$ cat config.mk
export PLATFORM = sky130hd
export DESIGN_NAME = freq_gate_ctrl
export DESIGN_NICKNAME = d
export VERILOG_FILES = /design/src/rtl/freq_gate_ctrl.sv
export SDC_FILE = /design/constraint.sdc
export NUM_CORES = 1
export LEC_CHECK = 0
export BUFFER_PORTS_ARGS = -buffer_cell sky130_fd_sc_hd__buf_2
export CORE_MARGIN = 1.5
export CORE_UTILIZATION = 60
export CTS_BUF_LIST = sky130_fd_sc_hd__clkbuf_16
export DETAILED_ROUTE_END_ITERATION = 10
export PLACE_DENSITY = 0.84
export SYNTH_ARGS = -nofsm -noshare
export SYNTH_HDL_FRONTEND = slang
export SYNTH_SLANG_ARGS = --single-unit
export TNS_END_PERCENT = 20
$ cat constraint.sdc
create_clock -name clk_in -period 10.2 [get_ports clk_in]
set_input_delay 3.06 -clock clk_in [delete_from_list [all_inputs] [get_ports clk_in]]
set_output_delay 3.06 -clock clk_in [all_outputs]
set_load 0.02 [all_outputs]
$ cat src/rtl/freq_gate_ctrl.sv
// Gate-time controller: clears an external counter, opens a gate of gate_len clk_in cycles,
// then latches the count and overflow flag. Optional re-arm via `define FREQ_GATE_CONT_MODE_EN.
module freq_gate_ctrl #(
  parameter int CNT_WIDTH  = 16,
  parameter int GATE_WIDTH = 24
) (
  input  logic                  clk_in,
  input  logic                  rst,
  input  logic                  start,
  input  logic                  abort,
  input  logic [GATE_WIDTH-1:0] gate_len,
  input  logic                  evt_in,
  input  logic [CNT_WIDTH-1:0]  cnt_in,
`ifdef FREQ_GATE_CONT_MODE_EN
  input  logic                  cont,
`endif
  output logic                  cnt_clr_n,
  output logic                  cnt_en,
  output logic                  busy,
  output logic [CNT_WIDTH-1:0]  result,
  output logic                  result_valid,
  output logic                  result_ovf
);

  localparam logic [1:0] S_IDLE  = 2'd0;
  localparam logic [1:0] S_CLR   = 2'd1;
  localparam logic [1:0] S_GATE  = 2'd2;
  localparam logic [1:0] S_LATCH = 2'd3;

  localparam logic [GATE_WIDTH-1:0] GATE_ONE = GATE_WIDTH'(1);

  logic [1:0]            state;
  logic [1:0]            state_nxt;
  logic [GATE_WIDTH-1:0] gate_len_r;
  logic [GATE_WIDTH-1:0] gate_cnt;
  logic [GATE_WIDTH-1:0] gate_len_eff;
  logic                  ovf_flag;
  logic                  rearm;
  logic                  capture;

`ifdef FREQ_GATE_CONT_MODE_EN
  assign rearm = cont;
`else
  assign rearm = 1'b0;
`endif

  // A zero-length gate would never terminate the down-counter, so it runs as one cycle.
  assign gate_len_eff = (gate_len == '0) ? GATE_ONE : gate_len;

  assign capture = ((state == S_IDLE)  && start && !abort) ||
                   ((state == S_LATCH) && rearm && !abort);

  assign cnt_en    = evt_in && (state == S_GATE);
  assign cnt_clr_n = (state != S_CLR);

  always_comb begin
    state_nxt = state;
    case (state)
      S_IDLE: begin
        if (start && !abort) state_nxt = S_CLR;
      end
      S_CLR: begin
        state_nxt = abort ? S_IDLE : S_GATE;
      end
      S_GATE: begin
        if (abort)                 state_nxt = S_IDLE;
        else if (gate_cnt == '0)   state_nxt = S_LATCH;
      end
      S_LATCH: begin
        if (abort)      state_nxt = S_IDLE;
        else if (rearm) state_nxt = S_CLR;
        else            state_nxt = S_IDLE;
      end
      default: state_nxt = S_IDLE;
    endcase
  end

  always_ff @(posedge clk_in or negedge rst) begin
    if (!rst) begin
      state        <= S_IDLE;
      busy         <= 1'b0;
      gate_len_r   <= '0;
      gate_cnt     <= '0;
      ovf_flag     <= 1'b0;
      result       <= '0;
      result_valid <= 1'b0;
      result_ovf   <= 1'b0;
    end else begin
      state        <= state_nxt;
      busy         <= (state_nxt != S_IDLE);
      result_valid <= 1'b0;

      if (capture) gate_len_r <= gate_len_eff;

      case (state)
        S_CLR: begin
          gate_cnt <= gate_len_r - GATE_ONE;
          ovf_flag <= 1'b0;
        end
        S_GATE: begin
          if (gate_cnt != '0) gate_cnt <= gate_cnt - GATE_ONE;
          // Seeing all-ones while enabled means the counter wraps on this edge.
          if (cnt_en && (cnt_in == '1)) ovf_flag <= 1'b1;
        end
        S_LATCH: begin
          if (!abort) begin
            result       <= cnt_in;
            result_ovf   <= ovf_flag;
            result_valid <= 1'b1;
          end
        end
        default: begin
        end
      endcase
    end
  end

endmodule

After elaboration in Yosys (flattened, before gate mapping)
Cells that the tools add are included.
{"block": "word_totals", "output_inout_bits": 21, "wordCells": 45, "ff_bits": 70, "input_bits": 45}
{"block": "classes", "bitwise": 1, "add_sub_neg": 2, "mux": 12, "reduce_logical": 15, "eq_ne": 7}
{"cell": "logical NOT 24 bit", "n": 2}
{"cell": "2-to-1 mux 24 bit", "n": 2}
{"cell": "case mux 24 bit (2 select lines)", "n": 1}
{"cell": "subtractor 24 x 1 -> 24 bit, second input constant", "n": 2}
{"cell": "nonzero test 24 bit", "n": 1}
{"cell": "== test 16 bit, second input constant", "n": 1}
{"cell": "2-to-1 mux 2 bit", "n": 4}
{"cell": "case mux 2 bit (4 select lines)", "n": 1}
{"cell": "inequality test 2 x 1 -> 1 bit, second input constant", "n": 3}
{"cell": "AND reduction 2 bit", "n": 3}
{"cell": "logical AND 1 bit", "n": 5}
{"cell": "== test 2 bit, second input constant", "n": 2}
{"cell": "nonzero test 2 bit", "n": 2}
{"cell": "2-to-1 mux 1 bit", "n": 3}
{"cell": "== test 2 x 1 -> 1 bit, second input constant", "n": 1}
{"cell": "logical NOT 2 bit", "n": 1}
{"cell": "case mux 1 bit (2 select lines)", "n": 1}
{"cell": "logical NOT 1 bit", "n": 1}
{"cell": "NOT 1 bit", "n": 1}

Longest topological paths before layout
Gate-level depths: netlist of run 1.
{"block": "depth", "depth_word": 5, "mapped_depth": 14, "mapped_depth_nobuf": 9}

Worst setup path after synthesis of run 1
OpenSTA, ideal clock, no wires.
{"block": "synth_timing", "path_type": "input to output", "from": "in evt_in", "to": "out cnt_en", "path_stages": 1, "slack_ps": 3854, "n_path_buf": 0, "arrival_time_ps": 3286, "required_ps": 7140, "path_cell_list": "and2_1"}
{"block": "synth_via", "elab_chain_len": 1}
{"item": "start, declared", "line": "12", "source": "input logic evt_in,"}
{"item": "logical AND 1 bit", "line": "53", "source": "assign cnt_en = evt_in && (state == S_GATE);"}
{"item": "end, declared", "line": "18", "source": "output logic cnt_en,"}
Every way passes these cells.

Final worst setup path of run 1
Same ends and word-level chain as after synthesis.

==> impl_summary.md, run 1 <==
Power and ir drop
Of the total power, registers draw 0.433. Of the total power, the share spent switching nets is 0.367. Dividing total power by cell area gives a power density of 223 mW/mm^2. The leakage power summed over all cells is 2.18 nW. The share of power burned in the clock network is 0.300. In this run the power spent charging and discharging nets is 0.385 mW. The internal power contribution is 0.666 mW. Of the total power, combinational logic draws 0.267. The worst voltage drop across the vdd grid is 154 uV.

Clocking
After clock tree synthesis, the setup repair step added 0 buffers. TritonCTS built the clock tree. The root buffer cell chosen for the clock tree is clkbuf_16. The insertion delay to the later sink of the worst-skew pair is 0.33 ns. The number of H-tree levels is 3.

The longest clock path from root to sink contains 2 buffers. The number of buffers created by CTS is 9. The number of hold buffers added after CTS was 0. The sink count of the clock tree is 70.

The post-cts resize count is 0. The clock edge transition at the registers on the reported setup and hold paths is 0.06 ns.

Hold path
The hold path startpoint is result[10]. Along the worst hold path, the cell count comes to 2. For hold timing, the worst endpoint is result[10]. The path class of the tightest hold or removal check is reg2reg.

Yosys
Counting every net in the synthesized netlist gives 496. Of the synthesized area, sequential elements account for 0.432. The share of async-settable or async-resettable flops after synthesis is 1.00. The area of the mapped netlist is 0.00406 sq mm. For this run, the number of Yosys warnings is 0.

The post-synthesis area per instance is 9.02 sq um. The post-synthesis sequential element count is 70. Yosys mapped the design onto 58 distinct sky130hd cell types. In the synthesized netlist the dominant register cell turns out to be dfrtp_1. The synthesized netlist cell count is 450.

The number of synthesized flops with an enable pin is 0.

Routing
The routed via count is 3,819. Wires add up to 10.6 mm. The number of optimization iterations in the first detailed-route pass is 9. The count of nets left with antenna violations once routing finished came out at 0.

In the final routed layout, each cell accounts on average for 18.0 um. In the routed layout, each cell is associated on average with a via count of 6.47. The first routing iteration left 456 violations. After detailed routing, the number of remaining DRC violations is 2.

Layout
The synthesis-to-layout area growth is 16.1%. The total non-filler cell area in the finished layout is 0.00471 sq mm. For this run, the post-layout net count is 554.

The repair_antennas step left the layout with diodes totalling 0. Of the cells placed in the final design, the portion with a size suffix greater than 1 is 0.234.

Critical path
STA classifies the critical path endpoint as an output port. The most numerous cell type found on the critical path is buf_2. The reg-to-reg startpoint is state[1]. Walking the worst path, the cells encountered are buf_2 > and2_1 > buf_2. The worst path arrival time is 3.45 ns.

Setup slack on the worst reg-to-reg path comes out at 6.43 ns. The top fanout value on the critical path is 2. The path depth of the worst reg2reg path is 10.

The class of the most critical setup path is in2out. The endpoint identified for the worst register-to-register timing path is gate_cnt[20]. The element type at the critical path start is an input pin. Among all stages on the critical path, the largest delay is contributed by buf_2.

For the worst setup path, the data required time is 7.14 ns. For this run, the slowest stage of the critical path takes 0.16 ns.

Floorplanning
The initial utilization of the core area, before any placement, comes to 0.628. In this run the vertical extent of the chip is 85.3 um. The core region area is 0.00646 sq mm. The floorplan has 29 rows. The overall die area is 0.00727 sq mm. The total I/O pin count is 66.

The floorplan die width is 85.3 um.

GRT
The largest net degree at the start of global routing is 71. The initial antenna violation count is 1. The via count of the first global-routing pass is 3,496.

The global-route wire length before repair is 17.6 mm. The total congestion overflow is 0. The total routing resource utilization after global routing is 0.312.

STA
The worst pin sits at a relative slew slack of 0.382. The actual transition at the worst max-transition pin is 0.901 ns. Based on the critical path, the design can be clocked at up to 0.154 GHz. The setup TNS is 0 ns. Setup repair after global routing left no endpoint under its margin. The portion of the clock cycle consumed by the worst path in the final layout is 0.638. The number of endpoints with negative hold slack in the final report was 0. The number of max-slew violations in the final report is 0. The setup slack of the critical path after layout is 3.69 ns. The clock skew after layout is 0.00455 ns. Setup violations remaining at the end of the flow were counted as 0. After layout, the minimum clock period comes to 6.51 ns.

Placement
Summed over all nets, the half-perimeter wirelength after detailed placement is 7.03 mm. The cell area after placement is 0.00441 sq mm. The placer congestion estimate is 0.873. The number of buffer cells added on primary ports is 65.

Prior to clock tree synthesis, the placed netlist has a worst setup slack of 3.70 ns.

Run
The total of max-cap violations is 0.

Status
The final reports fail on design-rule violations. The run finished, with violations left.
[through the flow]
stage / hold WS (ns) / util / total power [mW] / std cells
final: 0.472 / 0.730 / 1.05 / 590
after detailed placement: 0.457 / 0.683 / 0.730 / 574
after global placement: 0.453 / 0.683 / 0.714 / 574
after global routing: 0.508 / 0.730 / 1.11 / 590
after CTS: 0.472 / 0.730 / 1.05 / 590
after floorplan: 0.439 / - / 0.631 / 450
[cells in the mapped netlist (all sizes together) (2+ instances only)]
master | number | area (sq um)
a31oi | 10 | 62.6
inv | 9 | 33.8
nand2 | 75 | 282
nand2b | 2 | 20.0
or3 | 16 | 100
nor4 | 14 | 87.6
nand3 | 12 | 60.1
nor3 | 15 | 86.3
and4 | 2 | 17.5
nor4b | 3 | 32.5
a21oi | 22 | 110
dfrtp | 70 | 1750
and2 | 2 | 12.5
a21o | 3 | 22.5
nor2b | 4 | 25.0
nand4 | 8 | 50.1
o211ai | 2 | 15.0
o2111ai | 2 | 17.5
clkbuf | 14 | 52.6
buf | 8 | 55.1
a311oi | 2 | 17.5
a2111oi | 5 | 70.1
o22ai | 6 | 37.5
or2 | 3 | 18.8
xor2 | 7 | 61.3
and3 | 2 | 12.5
o21ai | 13 | 65.1
or3b | 2 | 17.5
a221oi | 2 | 17.5
mux2 | 26 | 297
mux2i | 20 | 200
xnor2 | 3 | 26.3
nor2 | 50 | 188
o21bai | 3 | 22.5
[cell usage in the layout, fill, tap and decap left out, types with 4 or more instances in the layout]
cell        n
nand2_1    75
dfrtp_1    70
buf_2      65
nor2_1     50
mux2_2     25
a21oi_1    22
mux2i_1    20
or3_1      16
nor4_1     14
nor3_1     14
o21ai_0    13
nand3_1    12
a31oi_1    10
inv_1       9
clkbuf_16   9
nand4_1     8
xor2_1      7
o22ai_1     6
buf_4       4
[cells by family after synthesis]
kind of cell | after synthesis | synth area share
AND/OR/NAND/NOR | 212 | 0.253
AO/OA/AOI/OAI | 79 | 0.133
flip-flops | 70 | 0.432
multiplexers | 46 | 0.122
buffers and inverters | 32 | 0.0358
XOR/XNOR | 10 | 0.0216
adder cells (fa/ha/maj) | 1 | 0.00308
[metal layers]
layer | track usage | vias to the layer above | share of wire
met1 | 0.448 | 1834 | 0.42
met2 | 0.465 | 207 | 0.46
met4 | 0.114 | 2 | 0.023
li1 | - | 1745 | -
met3 | 0.0739 | 31 | 0.096
met5 | 0 | - | 0.0012
[cell type report]
type | count | area [sq um]
Sequential cell | 70 | 1750
Clock buffer | 9 | 225
Multi-Input combinational cell | 348 | 2170
Tap cell | 77 | 96.3
Fill cell | 473 | 1750
Timing Repair Buffer | 69 | 355
Clock inverter | 7 | 72.6
Inverter | 10 | 37.5
[worst max path at each step]
stage | depth (start not counted) | start | endpoint
2_1_floorplan | 1 | evt_in | cnt_en
3_3_place_gp | 3 | evt_in | cnt_en
3_5_place_dp | 3 | evt_in | cnt_en
4_1_cts | 3 | evt_in | cnt_en
5_1_grt | 3 | evt_in | cnt_en
6_report | 3 | evt_in | cnt_en
[worst max-delay path: cells and delay by family]
family | cells | cell delay (ns)
buffers and inverters | 2 | 0.25
and+or+nand+nor | 1 | 0.14
[flip-flops by register name (all words and copies together), names as in the netlist]
name          cells
busy              1
state             2
ovf_flag          1
result_ovf        1
result_valid      1
gate_len_r       24
gate_cnt         24
result           16
[power groups by stage]
stage	Combinational (mW)	Sequential, mW	Clock [mW]
after floorplan	0.182	0.448	0
after global placement	0.265	0.450	0
after detailed placement	0.277	0.452	0
after CTS	0.279	0.450	0.317
after global routing	0.310	0.466	0.330
final	0.281	0.455	0.315
No activity file was read; power rests on OpenSTA's default activity.
==> run 2, diff against run 1 <==
--- a/config.mk
+++ b/config.mk
@@ -7,10 +7,10 @@
 export LEC_CHECK = 0
 export BUFFER_PORTS_ARGS = -buffer_cell sky130_fd_sc_hd__buf_2
 export CORE_MARGIN = 1.5
-export CORE_UTILIZATION = 60
+export CORE_UTILIZATION = 57
 export CTS_BUF_LIST = sky130_fd_sc_hd__clkbuf_16
 export DETAILED_ROUTE_END_ITERATION = 10
-export PLACE_DENSITY = 0.84
+export PLACE_DENSITY = 0.8
 export SYNTH_ARGS = -nofsm -noshare
 export SYNTH_HDL_FRONTEND = slang
 export SYNTH_SLANG_ARGS = --single-unit
==> constraint.sdc (replaced) <==
create_clock -name clk_in -period 6.3 [get_ports clk_in]
set_input_delay 1.89 -clock clk_in [delete_from_list [all_inputs] [get_ports clk_in]]
set_output_delay 1.89 -clock clk_in [all_outputs]
set_load 0.02 [all_outputs]
==> run 2 against run 1 <==
Net effect: the flow now finishes without violations; cell count up 3.4%; clock power up 70%; largest cell class unchanged; setup slack worse by 1.8 ns; critical path depth up 1; power up 65%; die area up 5.1%; via count up 0.34%.
==> impl_summary.md, run 2 (synthesis results as in run 1) <==
Status
The flow ran to the end, and the final reports show no timing, DRC or antenna violations.

Layout
The largest registers in the layout are gate_cnt x24, gate_len_r x24, result x16. The proportion of layout cells with a drive suffix above 1 is 0.237 (+0.00344). The final instance count without filler cells is 610 (+3.4%). The count of filler cells inserted in the layout is 541 (+14%). The count of antenna diodes in the layout is 0 (unchanged).

The top cell types in the final layout, fill and taps aside, are 75 x nand2_1, 70 x dfrtp_1, 65 x buf_2. The sequential cell area is 0.00175 sq mm (unchanged). The area growth from synthesis to layout is 17.3%. Leaving out fill and tap cells, the most frequent cell in the layout is nand2_1. The area taken by multi-input logic gates is 0.00217 sq mm (unchanged).

The number of nets in the finished design came to 555 (+0.18%).

STA
The actual transition at the worst max-transition pin is 0.921 ns (+0.0198 ns). Setup repair after global routing left no endpoint under its margin. The number of failing setup endpoints in the final timing report is 0 (unchanged). The time the final worst path needs with I/O delays and setup is 4.39 ns. The worst max-slew margin expressed relative to the limit came to 0.368 (-0.0135).

The clock skew after layout is 0.00559 ns (+0.00104 ns). The number of endpoints with negative hold slack in the final report is 0 (unchanged). The setup slack of the critical path after layout came to 1.91 ns (-1.79 ns). The setup TNS is 0 ns (unchanged). The portion of the clock cycle consumed by the worst path in the final layout is 0.697.

The worst hold slack after final layout was 0.471 ns (-0.000170 ns). Derived from the worst setup path, the maximum achievable clock frequency is 0.228 GHz. The number of max-slew violations in the final report is 0 (unchanged).

Routing
The routed wire length is 10.9 mm (+2.1%). The post-route antenna net violation count is 0 (unchanged). The detailed router's first-iteration violation count is 366 (-20%). The via-per-instance ratio was 6.28 (-2.9%).

The number of optimization iterations in the first detailed-route pass is 5 (-4). The routed via count came to 3,832 (+0.34%). The remaining design rule violation count is 0 (-2). The routed wire length per instance is 17.8 um (-1.2%).

Critical path
The worst setup path is captured at an output port. The worst-path cell with the longest stage delay is nor2_1. The worst path arrival time is 2.50 ns (-0.95 ns). The register-to-register setup slack came to 2.38 ns (-4.05 ns).

Counting stages on the worst path, the most repeated cell is inv_1. The top fanout value on the critical path is 14 (+12). The delay contributed by the slowest stage of the critical path is 0.63 ns (+0.47 ns). The setup path with the least slack is of type reg2out. The element type at the critical path start is a register. The endpoint required time on the critical path is 4.41 ns (-2.73 ns).

Walking the worst path, the cells encountered are inv_1 > nor2_1 > inv_1 > buf_2.

Clocking
The TritonCTS clock tree is built. The number of buffers created by CTS is 9 (unchanged). The post-cts resize count came to 0 (unchanged). The sink count of the clock tree came to 70 (unchanged). The insertion delay to the later sink of the worst-skew pair is 0.33 ns (about the same). The clock edge transition at the registers on the reported setup and hold paths is 0.06 ns (about the same). The number of setup buffers added after CTS was 0 (unchanged). The deepest clock path buffer count is 2 (unchanged).

The root buffer selected by CTS is clkbuf_16. The number of H-tree levels is 3 (unchanged). The cts-stage hold buffer count came to 0 (unchanged).

Floorplanning
The core region area is 0.00683 sq mm (+5.8%). The row count is 30 (+3.4%). The initial core utilization is 0.594 (-0.0343). The total I/O pin count is 66 (unchanged). The floorplan die width is 87.4 um (+2.5%).

The vertical die dimension was 87.4 um (+2.5%). The overall die area was 0.00764 sq mm (+5.1%).

Hold path
The tightest min-delay check is of the reg2reg type.

Power and ir drop
The overall power after layout is 1.74 mW (+65%). The leakage power summed over all cells is 2.19 nW (+0.76%). The power density over cell area is 365 mW/mm^2 (+63%).

The worst voltage drop across the vdd grid came to 250 uV (+62%).

Placement
The number of buffer cells added on primary ports was 65 (unchanged). The placer congestion estimate is 0.904 (+3.6%). The total placed cells including tap cells is 594 (+3.5%).

The placed wire-length estimate after detailed placement was 7.25 mm (+3.1%). The worst setup slack after placement is 2.13 ns (-1.57 ns).

GRT
The initial antenna violation count is 0 (-1). The via count of the first global-routing pass was 3,556 (+1.7%). The global-route wire length before repair came to 17.6 mm (-0.31%). The total congestion overflow is 0 (unchanged). The total routing resource utilization after global routing is 0.300 (-0.0120). The largest net degree at the start of global routing was 71 (unchanged).

Run
The total of max-cap violations came to 0 (unchanged).
## run 2: changes by cell type in the layout (fill, tap and decap cells not counted), sizes merged
| cell | before | now |
|---|---|---|
| buf | 69 | 70 |
| bufinv | 1 | 2 |
| clkinv | 5 | 4 |
| clkinvlp | 0 | 1 |
| inv | 11 | 10 |
## run 2: cell type report
class / instances / area share
inverter: 10 / 0.00788
clock buffer: 9 / 0.0473
clock inverter: 7 / 0.0189
tap: 96 / 0.0252
sequential: 70 / 0.368
timing repair buffer: 70 / 0.0762
multi-input combinational: 348 / 0.457
## run 2: path summary, 6_finish.rpt
check	from	to	cells after the start
min	result[5]	result[5]	2
max reg2reg	state[0]	gate_cnt[20]	9
min in group asynchronous	rst	gate_cnt[15]	2
max in group asynchronous	rst	gate_len_r[21]	2
min reg2reg	result[5]	result[5]	2
max	state[0]	cnt_clr_n	4
## run 2: report_power, final
| group | switching (mW) | internal (mW) | total [mW] |
|---|---|---|---|
| clock network | 0.193 | 0.344 | 0.537 |
| registers | 0.162 | 0.576 | 0.738 |
| logic | 0.266 | 0.195 | 0.461 |
## run 2: worst max-delay path: cells and delay by family (launching register included)
kind,cells,cell delay [ns]
buf+inv,3,0.99
simple gates,1,0.63
flops,1,0.54
## run 2: stage by stage
stage,instance area [sq um],util
6_report,4760,0.697
5_1_grt,4760,0.697
4_1_cts,4760,0.697
3_5_place_dp,4450,0.651
3_3_place_gp,4450,0.651
2_1_floorplan,4060,-
## run 2: layer usage
| metal | wire (um) | up-vias | GRT usage | part of all wire |
|---|---|---|---|---|
| li1 | - | 1752 | - | - |
| met1 | 4600 | 1805 | 0.403 | 0.42 |
| met2 | 5000 | 240 | 0.464 | 0.46 |
| met3 | 990 | 35 | 0.0787 | 0.091 |
| met4 | 270 | 0 | 0.120 | 0.025 |
| met5 | 0 | - | 0 | 0 |
==> run 3, diff against run 2 <==
--- a/config.mk
+++ b/config.mk
@@ -5,12 +5,13 @@
 export SDC_FILE = /design/constraint.sdc
 export NUM_CORES = 1
 export LEC_CHECK = 0
+export ABC_AREA = 1
 export BUFFER_PORTS_ARGS = -buffer_cell sky130_fd_sc_hd__buf_2
 export CORE_MARGIN = 1.5
-export CORE_UTILIZATION = 57
+export CORE_UTILIZATION = 51
 export CTS_BUF_LIST = sky130_fd_sc_hd__clkbuf_16
 export DETAILED_ROUTE_END_ITERATION = 10
-export PLACE_DENSITY = 0.8
+export PLACE_DENSITY = 0.76
 export SYNTH_ARGS = -nofsm -noshare
 export SYNTH_HDL_FRONTEND = slang
 export SYNTH_SLANG_ARGS = --single-unit
==> constraint.sdc (replaced) <==
create_clock -name clk_in -period 3.58 [get_ports clk_in]
set_input_delay 1.074 -clock clk_in [delete_from_list [all_inputs] [get_ports clk_in]]
set_output_delay 1.074 -clock clk_in [all_outputs]
set_load 0.02 [all_outputs]
==> run 3 against run 2 <==
Net effect: cell count increased by 18%; worst hold slack got worse by 0.0073 ns; combinational power increased by 83%; sequential share of layout area increased by 1.6 points; register-to-register slack got worse by 1.2 ns; critical path depth unchanged; core utilization decreased by 7.1 points; first-iteration DRC count decreased by 32%; non-clock buffer count unchanged; critical endpoint is now cnt_en; largest cell class unchanged; largest power group unchanged; highest routed layer unchanged.
==> impl_summary.md, run 3 <==
GRT
The total routing resource utilization after global routing is 0.241 (-0.0589). The total congestion overflow is 0 (unchanged). The global-route wire length before repair is 15.7 mm (-11%).

The largest net degree at the start of global routing is 41 (-42%). The initial antenna violation count is 0 (unchanged). The via count of the first global-routing pass is 3,426 (-3.7%).

Critical path
STA classifies the critical path startpoint as a register. The worst-path cell with the longest stage delay is dfrtp_1. The cell family contributing the most delay on the critical path is buffers and inverters. The top fanout value on the critical path was 32 (+18). The critical path goes through inv_2 > nand2_4 > nor2_1 > buf_2.

The endpoint identified for the worst register-to-register timing path is gate_cnt[20]. The delay contributed by the slowest stage of the critical path is 0.40 ns (-0.23 ns). STA classifies the critical path endpoint as an output port. The critical path is of the reg2out type. The endpoint required time on the critical path was 2.51 ns (-1.90 ns). The register-to-register setup slack was 1.22 ns (-1.16 ns). The worst path arrival time is 1.75 ns (-0.75 ns). In this run the critical register-to-register path is launched from state[1]. The total buffers and inverters traversed by the critical path is 2 (-1). The number of stages on the worst setup path is 4 (unchanged). The path depth of the worst reg2reg path is 13 (+4).

Clocking
The clock edge transition at the registers on the reported setup and hold paths is 0.06 ns (about the same). The insertion delay to the later sink of the worst-skew pair is 0.33 ns (about the same). The sink count of the clock tree was 70 (unchanged). The deepest clock path buffer count is 2 (unchanged). The post-cts resize count is 0 (unchanged). The root buffer selected by CTS is clkbuf_16.

The number of H-tree levels is 3 (unchanged). The cts-stage hold buffer count was 0 (unchanged). The number of setup buffers added after CTS was 0 (unchanged).

The TritonCTS clock tree is built. The number of buffers created by CTS is 9 (unchanged).

Yosys
The dominant cell type by area after synthesis is dfrtp_1. The post-synthesis area per instance is 6.98 sq um (-23%). The share of async-settable or async-resettable flops after synthesis is 1.00 (unchanged). The number of synthesized flops with an enable pin came to 0 (unchanged). In the post-synthesis netlist, the cell with the most instances is nand2_1.

The synthesized netlist net count is 597 (+20%). The post-synthesis sequential element count came to 70 (unchanged). The area of the mapped netlist is 0.00385 sq mm (-5.2%). The yosys synthesis warning count came to 0 (unchanged). Sorting the synthesized cells by area gives the leading types as dfrtp_1 46%, nand2_1 22%, nand3_1 6.8%.

The number of unique standard cell types used by synthesis came to 27 (-53%). The share of Yosys cell area claimed by the top area cell type was 0.455 (+0.0237). In the synthesized netlist the dominant register cell turns out to be dfrtp_1. The synthesized netlist cell count is 551 (+22%). The sequential element share of the synthesized area is 0.455 (+0.0237).

By count the netlist is led by 222 x nand2_1, 70 x dfrtp_1, 54 x inv_1, 52 x nand3_1, 38 x nor2_1.

Layout
In the final layout, the registers with the most flip-flops are gate_cnt x24, gate_len_r x24, result x16. The number of nets in the finished design was 660 (+19%). In the layout the commonest cells are 222 x nand2_1, 70 x dfrtp_1, 65 x buf_2. The count of antenna diodes in the layout is 0 (unchanged).

The proportion of layout cells with a drive suffix above 1 is 0.173 (-0.0645). The most common cell after layout, fill and taps aside is nand2_1. The end-of-flow core utilization came to 0.625 (-0.0715). Compared with the post-synthesis result, the final layout area differs by 18.5%.

Hold path
The startpoint identified for the worst hold timing path is result[7]. The min-delay analysis places its worst path in the category reg2reg. The hold path depth is 2 (unchanged).

The worst hold path terminates at result[7].

Power and ir drop
The share of power burned in the clock network is 0.323 (+0.013). The power density over cell area is 637 mW/mm^2 (+75%). The sequential group share of total power is 0.386 (-0.039). The net switching share of the total power is 0.354 (-0.00411). The internal power contribution came to 1.88 mW (+68%). The portion of total power attributed to combinational logic is 0.291 (+0.026). The leakage power summed over all cells is 2.42 nW (+10%). The net switching power of the design is 1.03 mW (+65%). The worst voltage drop across the vdd grid was 294 uV (+18%).

Routing
The routed wire length per instance is 12.9 um (-28%). The remaining design rule violation count came to 0 (unchanged). The routed via count is 3,713 (-3.1%). The routed wire length came to 9.26 mm (-15%). The post-route antenna net violation count is 0 (unchanged). The via-per-instance ratio came to 5.17 (-18%). The detailed router's first-iteration violation count was 249 (-32%). The number of optimization iterations in the first detailed-route pass was 5 (unchanged).

Placement
The placed wire-length estimate after detailed placement is 6.78 mm (-6.5%). The number of buffer cells added on primary ports came to 65 (unchanged). The placer congestion estimate came to 0.940 (+3.9%).

Floorplanning
The row count is 31 (+3.3%). The vertical die dimension is 89.9 um (+2.8%). The core region area is 0.00729 sq mm (+6.7%). The overall die area is 0.00807 sq mm (+5.7%). The initial core utilization is 0.528 (-0.0665).

The floorplan die width is 89.9 um (+2.8%). The total I/O pin count was 66 (unchanged).

STA
The number of failing setup endpoints in the final timing report came to 0 (unchanged). Setup repair after global routing left no endpoint under its margin. The portion of the clock cycle consumed by the worst path in the final layout is 0.789. The number of endpoints with negative hold slack in the final report was 0 (unchanged). Derived from the worst setup path, the maximum achievable clock frequency is 0.354 GHz. The worst max-slew margin expressed relative to the limit is 0.457 (+0.0890). The actual transition at the worst max-transition pin was 0.814 ns (-0.107 ns). The time the final worst path needs with I/O delays and setup is 2.82 ns.

The setup TNS was 0 ns (unchanged). The clock skew after layout is 0.00738 ns (+0.00179 ns). The number of max-slew violations in the final report is 0 (unchanged).

Status
The flow ran to the end, and the final reports show no timing, DRC or antenna violations.

Run
The total of max-cap violations was 0 (unchanged).
==> run 3: cells by family (layout without fill, tap and decap cells) <==
| group | Yosys count | after routing | synth area share |
|---|---|---|---|
| DFF | 70 | 70 | 0.455 |
| xor gates and xnor gates | 4 | 4 | 0.00911 |
| adders and majority gates | 1 | 1 | 0.00325 |
| buffers and inverters | 78 | 146 | 0.0852 |
| and+or+nand+nor | 352 | 352 | 0.387 |
| AOI/OAI and AO/OA | 46 | 46 | 0.0598 |
==> run 3: worst max path at each step <==
stage	from	to	slack, ns
floorplan	evt_in	cnt_en	1.09
global placement	evt_in	cnt_en	1.03
detailed placement	evt_in	cnt_en	1.01
CTS	state[0]	cnt_en	0.75
global route	state[0]	cnt_en	0.64
finish	state[0]	cnt_en	0.76
==> run 3: worst min-delay path: cells and delay by family, from the launching register on <==
| kind | cells | cell delay, ns |
|---|---|---|
| DFF | 1 | 0.33 |
| and+or+nand+nor | 2 | 0.10 |
==> run 3: cell type report <==
type,count,area (sq um)
clock buffer,9,225
inverter,60,225
clock inverter,7,88.8
sequential,70,1750
multi-input combinational,403,1770
fill,692,2730
timing repair buffer,70,375
tap,99,124
==> run 3: routing by layer <==
metal / track usage / wire (um)
met1: 0.345 / 4480
met5: 0 / 0
met4: 0.103 / 248
met2: 0.361 / 4020
met3: 0.0440 / 510
==> run 3: power by group through the flow <==
stage | registers [mW] | clock network, mW | logic (mW)
6_report | 1.12 | 0.939 | 0.845
2_1_floorplan | 1.17 | 0 | 0.525
5_1_grt | 1.14 | 0.979 | 0.963
3_3_place_gp | 1.12 | 0 | 0.812
3_5_place_dp | 1.12 | 0 | 0.834
4_1_cts | 1.12 | 0.948 | 0.842
==> run 3: stage by stage <==
step	cells	area (sq um)	setup WS (ns)	power (mW)	hold WS, ns
2_1_floorplan	551	3850	1.09	1.70	0.442
4_1_cts	718	4560	0.753	2.91	0.468
3_5_place_dp	702	4250	1.01	1.96	0.454
6_report	718	4560	0.755	2.91	0.464
3_3_place_gp	702	4250	1.03	1.93	0.448
5_1_grt	718	4560	0.637	3.08	0.490
